$ cat config.mk
export PLATFORM = sky130hd
export DESIGN_NAME = pipe_stage_skid
export DESIGN_NICKNAME = d
export VERILOG_FILES = /design/src/rtl/pipe_stage_skid.sv
export SDC_FILE = /design/constraint.sdc
export NUM_CORES = 1
export LEC_CHECK = 0
export CORE_MARGIN = 2
export CORE_UTILIZATION = 46
export DETAILED_ROUTE_END_ITERATION = 12
export GPL_TIMING_DRIVEN = 0
export PLACE_DENSITY = 0.77
export SYNTH_ARGS = -nofsm -noshare
export SYNTH_HDL_FRONTEND = slang
export SYNTH_SLANG_ARGS = --single-unit
$ cat constraint.sdc
create_clock -name clk -period 2 [get_ports clk]
set_input_delay 0.5 -clock clk [delete_from_list [all_inputs] [get_ports clk]]
set_output_delay 0.5 -clock clk [all_outputs]
set_load 0.01 [all_outputs]
$ cat src/rtl/pipe_stage_skid.sv
// Valid/ready pipeline stage with an optional 2-entry skid buffer, synchronous flush
// and a saturating count of beats discarded by flush.
module pipe_stage_skid #(
    parameter int DATA_W         = 101,
    parameter int SKID           = 1,
    parameter int CLEAR_ON_FLUSH = 1,
    parameter int CNT_W          = 8
) (
    input  logic              clk,
    input  logic              reset_n,
    input  logic              flush,
    input  logic              in_valid,
    output logic              in_ready,
    input  logic [DATA_W-1:0] in_data,
    output logic              out_valid,
    input  logic              out_ready,
    output logic [DATA_W-1:0] out_data,
    output logic [1:0]        occupancy,
    output logic [CNT_W-1:0]  drop_count
);

    typedef enum logic [1:0] {
        ST_EMPTY = 2'd0,
        ST_ONE   = 2'd1,
        ST_FULL  = 2'd2
    } state_t;

    state_t            state_q, state_d;
    logic [DATA_W-1:0] main_q, main_d;
    logic [DATA_W-1:0] skid_q, skid_d;
    logic [CNT_W-1:0]  drop_q, drop_d;
    logic              in_ready_q, in_ready_d;
    logic              acc_s, dlv_s;

    // Adds a small increment to the drop counter, pinning at all-ones instead of wrapping.
    function automatic logic [CNT_W-1:0] sat_add(input logic [CNT_W-1:0] a, input logic [1:0] b);
        logic [CNT_W:0] sum;
        sum = {1'b0, a} + {{(CNT_W-1){1'b0}}, b};
        if (sum[CNT_W]) begin
            return {CNT_W{1'b1}};
        end else begin
            return sum[CNT_W-1:0];
        end
    endfunction

    // With SKID=0 only one entry exists, so ready must see same-cycle downstream accepts.
    assign in_ready   = (SKID != 0) ? in_ready_q : (!out_valid || out_ready);
    assign out_valid  = (state_q != ST_EMPTY);
    assign out_data   = main_q;
    assign occupancy  = state_q;
    assign drop_count = drop_q;
    assign acc_s      = in_valid && in_ready;
    assign dlv_s      = out_valid && out_ready;

    // Next-state, payload and drop-counter logic; flush overrides every transfer.
    always_comb begin
        state_d = state_q;
        main_d  = main_q;
        skid_d  = skid_q;
        drop_d  = drop_q;
        if (flush) begin
            state_d = ST_EMPTY;
            drop_d  = sat_add(drop_q, occupancy + {1'b0, acc_s});
            if (CLEAR_ON_FLUSH != 0) begin
                main_d = {DATA_W{1'b0}};
                skid_d = {DATA_W{1'b0}};
            end else begin
                main_d = main_q;
                skid_d = skid_q;
            end
        end else begin
            case (state_q)
                ST_EMPTY: begin
                    if (acc_s) begin
                        state_d = ST_ONE;
                        main_d  = in_data;
                    end else begin
                        state_d = ST_EMPTY;
                    end
                end
                ST_ONE: begin
                    if (acc_s && dlv_s) begin
                        main_d = in_data;
                    end else if (acc_s) begin
                        state_d = ST_FULL;
                        skid_d  = in_data;
                    end else if (dlv_s) begin
                        state_d = ST_EMPTY;
                    end else begin
                        state_d = ST_ONE;
                    end
                end
                ST_FULL: begin
                    if (dlv_s) begin
                        state_d = ST_ONE;
                        main_d  = skid_q;
                    end else begin
                        state_d = ST_FULL;
                    end
                end
                default: begin
                    state_d = ST_EMPTY;
                end
            endcase
        end
        in_ready_d = (state_d != ST_FULL);
    end

    // State, payload and counter registers.
    always_ff @(posedge clk or negedge reset_n) begin
        if (!reset_n) begin
            state_q    <= ST_EMPTY;
            main_q     <= {DATA_W{1'b0}};
            skid_q     <= {DATA_W{1'b0}};
            drop_q     <= {CNT_W{1'b0}};
            in_ready_q <= 1'b1;
        end else begin
            state_q    <= state_d;
            main_q     <= main_d;
            skid_q     <= skid_d;
            drop_q     <= drop_d;
            in_ready_q <= in_ready_d;
        end
    end

endmodule

# Word level (Yosys, flattened, before mapping)
# Cells that the tools add are included.
# classes
n_reduce_logical,10
eq_ne,7
n_addsub,2
n_mux,16
# op_table
operator,n
101-bit two-way mux,7
101-bit case mux with 3 select lines,1
8-bit by 2-bit adder with 9-bit output,1
"3-bit != test, second input constant",3
2-bit two-way mux,4
8-bit two-way mux,1
2-bit case mux with 3 select lines,1
2-bit nonzero test,3
"2-bit != test, second input constant",2
4-bit AND reduction,1
4-bit nonzero test,1
1-bit logical AND,3
3-bit AND reduction,1
2-bit by 1-bit adder with 2-bit output,1
"2-bit by 1-bit == test with 1-bit output, second input constant",1
"2-bit == test, second input constant",1
2-bit logical NOT,1
1-bit two-way mux,2
# totals
elab_cells,40
ff_bits,213

# Logic depth before layout (Yosys ltp)
# Gate-level depths: netlist of run 1.
# logic_depth
ltp_word,8
ltp_mapped,9
ltp_nobuf,8

# Least setup slack after synthesis of run 1
# OpenSTA, ideal clock, no wires.
# synth_path
path_kind,input -> register
startpoint,input port in_valid
endpoint,"register drop_q[7], in the netlist drop_count[7]"
arrival_ns,2.208
setup_ns,0.125
t_required_ns,1.875
stages,9
path_buffers,1
setup_slack_ns,-0.332
cell_sequence,and2_1 buf_6 ha_1 ha_1 fa_1 and3_1 nand3_1 nand2_1 mux2_2
# synth_between
elab_chain_cells,4
# synth_rtl
element,line_no,text
from (decl),12,"input logic in_valid,"
1-bit logical AND,52,assign acc_s = in_valid && in_ready;
2-bit by 1-bit adder with 2-bit output,63,"drop_d = sat_add(drop_q, occupancy + {1'b0, acc_s});"
8-bit by 2-bit adder with 9-bit output,38,"sum = {1'b0, a} + {{(CNT_W-1){1'b0}}, b};"
8-bit two-way mux,39,if (sum[CNT_W]) begin
to (signal assigned),115,drop_q <= {CNT_W{1'b0}};
to (signal assigned),121,drop_q <= drop_d;
to (decl),31,"logic [CNT_W-1:0] drop_q, drop_d;"
# Every way passes these cells.
# A chain may end at the register's enable or synchronous reset.

# Worst setup path in the final report of run 1
# layout_path
startpoint,"register in_ready_q, in the netlist in_ready"
endpoint,"register drop_q[7], in the netlist drop_count[7]"
# layout_between
elab_chain_cells,4
# layout_rtl
element,line_no,text
from (decl),32,"logic in_ready_q, in_ready_d;"
from (signal assigned),122,in_ready_q <= in_ready_d;
1-bit logical AND,52,
2-bit by 1-bit adder with 2-bit output,63,
8-bit by 2-bit adder with 9-bit output,38,
8-bit two-way mux,39,
# Every way passes these cells.

==> results of run 1 <==
-- where the power goes --
part           total (W)  internal (W)  switching, W
clock            0.00480       0.00304       0.00176
sequential       0.00518       0.00480      0.000385
combinational    0.00374       0.00192       0.00182
-- registers in the layout, indices dropped and copies added (netlist names) --
name	count
drop_count	8
out_data	101
in_ready	1
skid_q	101
occupancy	2
-- logic make-up (layout without fill, tap and decap cells) --
family	count (synthesis)	in the layout	synth area share [%]
DFF	213	213	54.25
AOI/OAI and AO/OA	316	316	27.41
adders and majority gates	8	8	1.095
muxes	107	107	10.94
buffers and inverters	85	355	4.748
and+or+nand+nor	28	28	1.388
xor gates and xnor gates	2	2	0.1783
-- layout by cell type (no fill, tap or decap), types with 4 or more instances in the layout --
| cell type | count |
|---|---|
| buf_12 | 8 |
| buf_6 | 11 |
| a21oi_1 | 101 |
| nand3_1 | 4 |
| clkbuf_4 | 5 |
| clkdlybuf4s50_1 | 204 |
| buf_4 | 33 |
| bufinv_16 | 6 |
| inv_1 | 4 |
| dlygate4sd2_1 | 11 |
| clkbuf_16 | 23 |
| clkbuf_8 | 4 |
| mux2i_1 | 104 |
| nand2_1 | 10 |
| buf_2 | 13 |
| a211oi_2 | 90 |
| a22o_1 | 101 |
| clkbuf_1 | 10 |
| clkbuf_2 | 10 |
| a211oi_1 | 12 |
| dfrtp_1 | 209 |
-- layout make-up --
| type | count | area (um^2) | area share, % |
|---|---|---|---|
| plain buffers | 80 | 660.6 | 4.822 |
| clock buffers | 30 | 641.9 | 4.685 |
| clock inverters | 11 | 214.0 | 1.562 |
| inverters | 4 | 15.01 | 0.1096 |
| multi-input cells | 461 | 4144 | 30.25 |
| flip-flops and latches | 213 | 5335 | 38.94 |
| well taps | 275 | 344.1 | 2.512 |
| repair buffers | 230 | 2345 | 17.12 |
-- timing repair --
item | CTS | global route
pin swaps | 8 | 3
gates resized for setup | 88 | 28
cloned | 2 | 0
buffers inserted | 8 | 1
setup endpoints to repair | 222 | 193
-- layer usage --
metal	vias up	wire (um)
met5	-	0
met3	41	1099
li1	3403	-
met4	0	567
met2	209	12760
met1	3771	12220
-- how the worst min path moves through the flow --
stage               startpoint            end  slack [ns]  depth (start not counted)
finish                 reset_n     skid_q[83]        0.01                          1
global route           reset_n     skid_q[81]        0.14                          1
CTS                    reset_n   out_data[85]        0.10                          1
detailed placement   skid_q[2]      skid_q[2]        0.49                          1
global placement     skid_q[7]      skid_q[7]        0.49                          1
floorplan              reset_n  drop_count[0]        0.20                          0
-- stage by stage --
step	instances	worst slack (ns)	total power [W]
2_1_floorplan	759	-0.2124	0.007075
3_5_place_dp	1253	-0.7654	0.008720
5_1_grt	1304	-0.1703	0.01433
4_1_cts	1303	-0.1116	0.01376
6_report	1304	-0.1326	0.01372
3_3_place_gp	1252	-8.732	0.008657
==> results.tsv, run 1 <==
stage	metric	value	unit
global_route	first-pass GRT wire length	41.92	mm
floorplan	DIE HEIGHT	150.2	um
placement	PortBufs	218	
worst_setup_path	critical path, cell by cell	and2_4 -> ha_4 -> ha_4 -> fa_2 -> and3_4 -> nand3_4 -> nand2_1 -> mux2_2	
synthesis	most frequent cell after synthesis	dfrtp_1	
global_route	initial antenna violation count	0	
finish	Area Overhead vs Synth	39.39	%
worst_setup_path	R2R Path Start	in_ready	
cts	CTS root buf	clkbuf_16	
routing	drt drc	0	
synthesis	Synth Warn #	0	
routing	WL final	26.65	mm
worst_setup_path	Arrival @ worst endpoint	2.51	ns
worst_setup_path	reg2reg end	drop_count[7]	
timing	Final WS setup	-0.1326	ns
worst_setup_path	r2r worst-path depth	8	
global_route	met1 usage	34.16	%
global_route	largest net degree at the start of global routing	112	
cts	Num CTS Buffers	23	
cts	CTS Sinks	213	
placement	Final Wtd Congestion	0.8201	
worst_setup_path	CP most frequent cell	ha_4	
floorplan	Die Width	150.2	um
worst_setup_path	crit-path leading delay family	adder cells	
worst_setup_path	internal reg-to-reg setup slack	-0.13	ns
synthesis	Syn Std Cell Area	0.009828	mm^2
cts	CTS clk-pin slew, worst paths	0.06	ns
worst_setup_path	CP Capture Type	register	
status	failing checks	negative setup slack	
synthesis	sequential share of the synthesized area	54.25	%
worst_setup_path	worst setup path class	register to register	
synthesis	Area contributors post-synth	dfrtp_1 54%, a211oi_2 11%, mux2i_1 11%	
synthesis	EDFF count, synth	0	
synthesis	syn avg cell area	12.95	um^2
routing	ANT nets after route	0	
power	Peak VDD IR	0.0008431	V
floorplan	Core ar.	0.02102	mm^2
timing	Hold Fails Final Rpt	0	
global_route	global route hottest layer	met2	
worst_setup_path	critical path buffer and inverter count	0	
timing	max_slew headroom	39.12	%
synthesis	Synth top area share	53.98	%
finish	fill count	1588	
synthesis	number of synthesized register bits	213	
synthesis	Post-synth ARST share	100.0	%
timing	Hold WS	0.01299	ns
worst_setup_path	CP endpoint	drop_count[7]	
synthesis	top cells by count, synth	212 x dfrtp_1, 104 x mux2i_1, 103 x a21oi_1, 101 x a22o_1, 90 x a211oi_2	
cts	CTS tree	done	
floorplan	FP Rows	53	
floorplan	Die ar.	0.02255	mm^2
placement	DP Area	0.01244	mm^2
worst_setup_path	CP peak stage delay	0.54	ns
synthesis	Synth Flop Type	dfrtp_1	
timing	Post-Route Setup TNS	-2.961	ns
worst_setup_path	CP Launch Point	in_ready	
worst_setup_path	slowest CP cell	dfstp_2	
run	Max Cap Viol	0	
routing	via/cell ratio	5.693	
global_route	GR Layer Usage met3	2.667	%
global_route	GRT met2 Usage	37.76	%
timing	fmax	0.4689	GHz
worst_setup_path	cell count along the critical path	8	
timing	Final Max Slew Viols	0	
routing	drt pass-1 iters	7	
timing	RSZ-0062 raised after global routing	yes	
cts	cts hold-fix bufs	0	
placement	hpwl dp	17.06	mm
timing	actual slew at the worst max-slew pin	0.9132	ns
cts	Clock Tree Buf Depth	3	
worst_setup_path	Worst Path Required	2.38	ns
timing	post-route clock period utilization	106.6	%
synthesis	post-synth cell types	34	
synthesis	Syn Nets	873	
cts	worst skew pair latency	0.51	ns
hold_path	hold crit path type	input port to asynchronous set/reset pin	
worst_setup_path	startpoint type of the worst setup path	register	
global_route	GRT overflow	0	
routing	Initial DRC Count	293	
timing	endpoints failing setup	63	
timing	Clock Skew	0.02084	ns
cts	H-tree level count	1	
finish	final core utilization	65.17	%
global_route	vias in the first global route	7751	
synthesis	Synth Instances	759	
finish	Layout Nets	1127	
synthesis	post-synth top area cell	dfrtp_1	
finish	share of layout cells above drive strength 1	23.42	%
routing	post-DR wirelength/cell	20.44	um
floorplan	IO Pins	219	
worst_setup_path	crit-path max FO	4	
routing	Vias	7424	
finish	# diodes	0	
power	Pwr per Cell Area	1002	mW/mm^2
global_route	Total GRT Usage	23.48	%
timing	clock period minus worst slack	2.133	ns
finish	post-route cell area	0.01370	mm^2
floorplan	Initial Util	46.75	%
status	status	finished with violations	
power	Leak	5.702	nW
(Power assumes the default switching activity.)
==> inputs of run 2 (changes only) <==
--- a/config.mk
+++ b/config.mk
@@ -5,8 +5,10 @@
 export SDC_FILE = /design/constraint.sdc
 export NUM_CORES = 1
 export LEC_CHECK = 0
+export ABC_AREA = 1
 export CORE_MARGIN = 2
-export CORE_UTILIZATION = 46
+export CORE_UTILIZATION = 47
+export CTS_CLUSTER_SIZE = 14
 export DETAILED_ROUTE_END_ITERATION = 12
 export GPL_TIMING_DRIVEN = 0
 export PLACE_DENSITY = 0.77
==> run 2 against run 1 <==
  * The flow still finishes with violations (negative setup slack)
  * Register-to-register slack better by 0.10 ns
  * Wire length grew 22%
  * Clock skew shrank 0.011 ns
  * Critical path type unchanged
  * Largest power group unchanged
==> results.tsv, run 2 <==
stage	metric	value	unit	change
routing	WL final	32.46	mm	was 26.65 mm
synthesis	top cells by count, synth	328 x nand2_1, 217 x nand3_1, 212 x dfrtp_1, 112 x inv_1, 103 x nand4_1		was 212 x dfrtp_1, 104 x mux2i_1, 103 x a21oi_1, 101 x a22o_1, 90 x a211oi_2
routing	drt pass-1 iters	5		was 7
timing	endpoints failing setup	3		was 63
global_route	Total GRT Usage	26.50	%	was 23.48%
worst_setup_path	crit-path max FO	7		was 4
worst_setup_path	CP Capture Type	register		unchanged
synthesis	Synth top area share	49.97	%	was 53.98%
finish	fill count	1859		was 1588
timing	clock period minus worst slack	2.028	ns	was 2.133 ns
synthesis	Synth Instances	1330		was 759
routing	drt drc	0		unchanged
synthesis	post-synth top area cell	dfrtp_1		unchanged
synthesis	Syn Nets	1444		was 873
routing	via/cell ratio	5.555		was 5.693
synthesis	sequential share of the synthesized area	50.22	%	was 54.25%
synthesis	Synth Warn #	0		unchanged
timing	Final WS setup	-0.02848	ns	was -0.1326 ns
synthesis	EDFF count, synth	0		unchanged
timing	RSZ-0062 raised after global routing	yes		unchanged
status	failing checks	negative setup slack		unchanged
timing	fmax	0.4930	GHz	was 0.4689 GHz
hold_path	hold crit path type	input port to asynchronous set/reset pin		unchanged
floorplan	Die Width	154.3	um	was 150.2 um
floorplan	Die ar.	0.02381	mm^2	was 0.02255 mm^2
floorplan	FP Rows	54		was 53
finish	share of layout cells above drive strength 1	10.99	%	was 23.42%
finish	multi-input logic area	0.004308	mm^2	was 0.004144 mm^2
finish	most frequent cells in the layout	327 x nand2_1, 215 x nand3_1, 210 x dfrtp_1		was 209 x dfrtp_1, 204 x clkdlybuf4s50_1, 104 x mux2i_1
synthesis	Syn Std Cell Area	0.01062	mm^2	was 0.009828 mm^2
worst_setup_path	Arrival @ worst endpoint	2.48	ns	was 2.51 ns
timing	Clock Skew	0.009745	ns	was 0.02084 ns
routing	Initial DRC Count	816		was 293
finish	Layout Nets	1697		was 1127
routing	Vias	10470		was 7424
worst_setup_path	Worst Path Required	2.45	ns	was 2.38 ns
cts	worst skew pair latency	0.52	ns	was 0.51 ns
timing	Hold Fails Final Rpt	0		unchanged
finish	Area Overhead vs Synth	34.25	%	was 39.39%
power	Peak VDD IR	0.0005212	V	was 0.0008431 V
power	Leak	7.028	nW	was 5.702 nW
worst_setup_path	slowest CP cell	dfstp_2		unchanged
synthesis	syn avg cell area	7.982	um^2	was 12.95 um^2
global_route	vias in the first global route	9921		was 7751
worst_setup_path	worst setup path class	register to register		unchanged
synthesis	most frequent cell after synthesis	nand2_1		was dfrtp_1
synthesis	Post-synth ARST share	100.0	%	unchanged
finish	Non-Filler Instances	1884		was 1304
floorplan	DIE HEIGHT	154.3	um	was 150.2 um
finish	commonest non-fill, non-tap cell in the layout	nand2_1		was dfrtp_1
timing	Hold WS	0.002192	ns	was 0.01299 ns
cts	Num CTS Buffers	24		was 23
run	Max Cap Viol	0		unchanged
timing	post-route clock period utilization	101.4	%	was 106.6%
placement	PortBufs	217		was 218
cts	H-tree level count	1		unchanged
status	status	finished with violations		unchanged
power	Pwr per Cell Area	904.3	mW/mm^2	was 1002 mW/mm^2
synthesis	Synth Flop Type	dfrtp_1		unchanged
synthesis	number of synthesized register bits	213		unchanged
placement	dpl cells	1828		was 1253
cts	CTS tree	done		unchanged
timing	max_slew headroom	48.10	%	was 39.12%
floorplan	Core ar.	0.02203	mm^2	was 0.02102 mm^2
cts	CTS clk-pin slew, worst paths	0.07	ns	was 0.06 ns
cts	Clock Tree Buf Depth	3		unchanged
global_route	first-pass GRT wire length	51.13	mm	was 41.92 mm
synthesis	Area contributors post-synth	dfrtp_1 50%, nand2_1 12%, nand3_1 10%		was dfrtp_1 54%, a211oi_2 11%, mux2i_1 11%
global_route	initial antenna violation count	3		was 0
floorplan	Initial Util	48.20	%	was 46.75%
routing	post-DR wirelength/cell	17.23	um	was 20.44 um
cts	CTS root buf	clkbuf_16		unchanged
finish	register area	0.005334	mm^2	was 0.005335 mm^2
global_route	largest net degree at the start of global routing	116		was 112
timing	Final Max Slew Viols	0		unchanged
timing	actual slew at the worst max-slew pin	0.7785	ns	was 0.9132 ns
worst_setup_path	CP most frequent cell	nand3_4		was ha_4
placement	Final Wtd Congestion	0.8685		was 0.8201
worst_setup_path	CP peak stage delay	0.56	ns	was 0.54 ns
global_route	GRT overflow	0		unchanged
placement	Place WS	-0.6400	ns	was -0.7654 ns
placement	hpwl dp	21.58	mm	was 17.06 mm
routing	ANT nets after route	0		unchanged
worst_setup_path	startpoint type of the worst setup path	register		unchanged
floorplan	IO Pins	219		unchanged
synthesis	post-synth cell types	24		was 34
worst_setup_path	critical path, cell by cell	nand2_2 -> inv_2 -> ha_4 -> xor2_4 -> fa_2 -> nand3_4 -> nor3_4 -> nand3_4 -> nand3_1		was and2_4 -> ha_4 -> ha_4 -> fa_2 -> and3_4 -> nand3_4 -> nand2_1 -> mux2_2
cts	CTS Sinks	213		unchanged
## run 2: power breakdown
part           leakage (nW)  switching [W]  internal [W]
logic                  3.74        0.00155       0.00131
registers              2.85       0.000320       0.00475
clock network         0.438        0.00184       0.00311
total                  7.03        0.00371       0.00918
## run 2: cell families after synthesis
group / Yosys count / share of synthesized area, %
simple gates: 658 / 28.46
buf+inv: 238 / 10.14
fa+ha+maj: 8 / 1.014
flops: 213 / 50.22
compound gates: 210 / 9.923
xor+xnor: 3 / 0.2475
## run 2: critical path, delay by kind of cell, from the launching register on
family	cells	cell delay (ns)
DFF	1	0.56
adders and majority gates	2	0.42
and+or+nand+nor	5	0.71
xor gates and xnor gates	1	0.18
buffers and inverters	1	0.08
## run 2: final timing paths
kind                       cells after the start  slack (ns)       endpoint          from
max in group asynchronous                      2        0.96   out_data[82]       reset_n
hold reg to reg                                2        0.51   out_data[89]  out_data[89]
setup reg to reg                               9       -0.03  drop_count[3]      in_ready
setup / recovery                               9       -0.03  drop_count[3]      in_ready
hold / removal                                 1       0.002   out_data[37]       reset_n
min in group clk                               2        0.51   out_data[89]  out_data[89]
## run 2: per-stage QoR
stage	total power (W)	instance area, um^2	TNS, ns	utilization [%]
detailed placement	0.007923	13180	-28.63	59.84
global placement	0.007870	13150	-1840.37	59.70
global route	0.01344	14250	-0.8864	64.71
finish	0.01289	14250	-0.03340	64.71
CTS	0.01288	14120	-0.3335	64.12
floorplan	0.006415	10630	0	-
## run 2: layout make-up
cell class	instances	share of cell area, %
diodes	3	0.05267
plain buffers	123	4.662
clock buffers	32	4.925
clock inverters	12	1.361
inverters	115	3.029
multi-input cells	879	30.23
flip-flops and latches	213	37.42
well taps	280	2.458
repair buffers	227	15.86
## run 2: per-layer routing
metal / global-route usage [%] / wire, um / vias up
li1: - / - / 4969
met4: 11.29 / 1234 / 0
met1: 36.52 / 13810 / 4982
met5: 0 / 0 / -
met2: 42.07 / 15200 / 432
met3: 4.063 / 2223 / 82
## run 2: repair_timing
| item | 4_1_cts | 5_1_grt |
|---|---|---|
| setup buffers | 1 | 8 |
| pin swaps | 2 | 5 |
| resized for setup | 28 | 22 |
| hold buffers | 0 | 0 |
| endpoints found under the setup margin | 182 | 90 |
==> inputs of run 3 (changes only) <==
--- a/config.mk
+++ b/config.mk
@@ -6,11 +6,13 @@
 export NUM_CORES = 1
 export LEC_CHECK = 0
 export ABC_AREA = 1
+export CAP_MARGIN = 20
 export CORE_MARGIN = 2
 export CORE_UTILIZATION = 47
 export CTS_CLUSTER_SIZE = 14
 export DETAILED_ROUTE_END_ITERATION = 12
 export GPL_TIMING_DRIVEN = 0
+export MAX_ROUTING_LAYER = met4
 export PLACE_DENSITY = 0.77
 export SYNTH_ARGS = -nofsm -noshare
 export SYNTH_HDL_FRONTEND = slang
==> run 3 against run 2 <==
  * The flow finishes with violations (negative hold slack, negative setup slack)
  * Hold slack got worse by 0.011 ns
  * Clock skew fell by 0.0020 ns
  * Count of clock-buffer cells in the layout did not move
  * Wire length fell by 0.21%
  * Via count fell by 0.16%
  * Power barely moved
  * Global-route usage rose by 0.78 points
  * Critical endpoint unchanged
  * Largest cell class unchanged
==> results.tsv, run 3 (synthesis results as in run 2) <==
stage	metric	value	unit	change
power	Leak	7.040	nW	was 7.028 nW
finish	most frequent cells in the layout	327 x nand2_1, 215 x nand3_1, 210 x dfrtp_1		unchanged
global_route	Total GRT Usage	27.28	%	was 26.50%
status	status	finished with violations		unchanged
cts	Clock Tree Buf Depth	3		unchanged
global_route	vias in the first global route	9926		was 9921
cts	worst skew pair latency	0.52	ns	about the same
floorplan	IO Pins	219		unchanged
power	Pwr per Cell Area	903.5	mW/mm^2	was 904.3 mW/mm^2
run	Max Cap Viol	0		unchanged
floorplan	Die ar.	0.02381	mm^2	unchanged
routing	drt drc	0		unchanged
power	Clock Power Share	38.4	%	about the same
worst_setup_path	CP most frequent cell	nand3_4		unchanged
power	Comb power frac	22.2	%	about the same
worst_setup_path	Worst Path Required	2.45	ns	about the same
worst_setup_path	crit-path max FO	7		unchanged
timing	Hold Fails Final Rpt	2		was 0
finish	commonest non-fill, non-tap cell in the layout	nand2_1		unchanged
placement	hpwl dp	21.58	mm	unchanged
worst_setup_path	worst setup path class	register to register		unchanged
power	sw frac	28.80	%	was 28.81%
timing	Clock Skew	0.007706	ns	was 0.009745 ns
worst_setup_path	slowest CP cell	dfstp_2		unchanged
cts	H-tree level count	1		unchanged
power	Psw	0.003713	W	about the same
worst_setup_path	critical path, cell by cell	nand2_2 -> inv_2 -> ha_4 -> xor2_4 -> fa_2 -> nand3_4 -> nor3_4 -> nand3_4 -> nand3_1		unchanged
finish	Layout Nets	1697		unchanged
timing	post-route clock period utilization	101.4	%	about the same
timing	Final WS setup	-0.02757	ns	was -0.02848 ns
timing	fmax	0.4932	GHz	was 0.4930 GHz
cts	CTS root buf	clkbuf_16		unchanged
placement	PortBufs	217		unchanged
power	sequential power share	39.3	%	was 39.4%
global_route	GRT overflow	0		unchanged
power	Int Pwr	0.009179	W	was 0.009176 W
cts	CTS Sinks	213		unchanged
global_route	first-pass GRT wire length	51.12	mm	was 51.13 mm
global_route	largest net degree at the start of global routing	116		unchanged
timing	RSZ-0062 raised after global routing	yes		unchanged
status	failing checks	negative hold slack, negative setup slack		was negative setup slack
cts	cts hold-fix bufs	0		unchanged
worst_setup_path	startpoint type of the worst setup path	register		unchanged
hold_path	hold crit path type	input port to asynchronous set/reset pin		unchanged
routing	WL final	32.40	mm	was 32.46 mm
cts	CTS clk-pin slew, worst paths	0.06	ns	was 0.07 ns
finish	Area Overhead vs Synth	34.40	%	was 34.25%
power	total power	0.01289	W	about the same
worst_setup_path	Arrival @ worst endpoint	2.48	ns	about the same
routing	Initial DRC Count	849		was 816
floorplan	Core ar.	0.02203	mm^2	unchanged
worst_setup_path	CP peak stage delay	0.56	ns	about the same
floorplan	DIE HEIGHT	154.3	um	unchanged
timing	Final Max Slew Viols	0		unchanged
floorplan	Die Width	154.3	um	unchanged
global_route	initial antenna violation count	3		unchanged
routing	ANT nets after route	0		unchanged
timing	actual slew at the worst max-slew pin	0.7832	ns	was 0.7785 ns
finish	share of layout cells above drive strength 1	10.93	%	was 10.99%
timing	endpoints failing setup	2		was 3
routing	via/cell ratio	5.546		was 5.555
routing	post-DR wirelength/cell	17.20	um	was 17.23 um
timing	Post-Route Setup TNS	-0.02942	ns	was -0.03340 ns
routing	drt pass-1 iters	5		unchanged
floorplan	FP Rows	54		unchanged
timing	Hold WS	-0.009233	ns	was 0.002192 ns
placement	Final Wtd Congestion	0.8826		was 0.8685
cts	CTS tree	done		unchanged
timing	clock period minus worst slack	2.028	ns	about the same
cts	Num CTS Buffers	24		unchanged
power	Peak VDD IR	0.0005235	V	was 0.0005212 V
worst_setup_path	CP Capture Type	register		unchanged
timing	max_slew headroom	47.79	%	was 48.10%
routing	Vias	10450		was 10470
floorplan	Initial Util	48.20	%	unchanged
-- run 3: routing by layer --
layer / global-route usage [%] / up-vias / routed length (um)
met5: - / - / 0
met4: 11.29 / 0 / 1256
met3: 3.951 / 85 / 2148
met2: 41.92 / 414 / 15160
met1: 36.66 / 4986 / 13830
li1: - / 4963 / -
-- run 3: power by group through the flow --
stage	clock, W	combinational [W]	sequential (W)
after global placement	0	0.00274	0.00513
after global routing	0.00520	0.00312	0.00512
after detailed placement	0	0.00280	0.00513
final	0.00495	0.00287	0.00507
after CTS	0.00500	0.00281	0.00506
after floorplan	0	0.00117	0.00525
-- run 3: cell type report --
| class | count | area, um^2 |
|---|---|---|
| inverters | 115 | 431.7 |
| well taps | 280 | 350.3 |
| fillers | 1856 | 7757 |
| clock buffers | 32 | 701.9 |
| repair buffers | 227 | 2261 |
| diodes | 3 | 7.507 |
| flip-flops and latches | 213 | 5334 |
| multi-input cells | 879 | 4305 |
| plain buffers | 123 | 683.2 |
| clock inverters | 12 | 193.9 |
-- run 3: path summary, 6_finish.rpt --
| kind | slack (ns) | start | to | cells past startpoint |
|---|---|---|---|---|
| max | -0.03 | in_ready | drop_count[3] | 9 |
| min | -0.009 | reset_n | out_data[37] | 1 |
| max reg2reg | -0.03 | in_ready | drop_count[3] | 9 |
| min reg2reg | 0.51 | out_data[89] | out_data[89] | 2 |
| max in group asynchronous | 0.98 | reset_n | out_data[82] | 2 |
| min in group clk | 0.51 | out_data[89] | out_data[89] | 2 |
-- run 3: per-stage QoR --
stage                     utilization (%)  cells  setup slack, ns  instance area, um^2
after floorplan                         -   1330         0.006775                10630
after global placement              59.70   1827           -8.554                13150
after detailed placement            59.84   1828          -0.6400                13180
after CTS                           64.12   1873          -0.1341                14120
after global routing                64.78   1884          -0.1365                14270
final                               64.78   1884         -0.02757                14270
-- run 3: what timing repair did --
item / CTS / global route
setup buffers: 1 / 8
resized for setup: 28 / 29
setup endpoints to repair: 182 / 86
endpoints found under the hold margin: 0 / 0
pin swaps: 2 / 5
cloned: 0 / 0
-- run 3: critical path: cells and delay by family, from the launching register on --
| kind | cells | cell delay [ns] |
|---|---|---|
| xor gates and xnor gates | 1 | 0.18 |
| and+or+nand+nor | 5 | 0.71 |
| buffers and inverters | 1 | 0.08 |
| DFF | 1 | 0.56 |
| adders and majority gates | 2 | 0.42 |
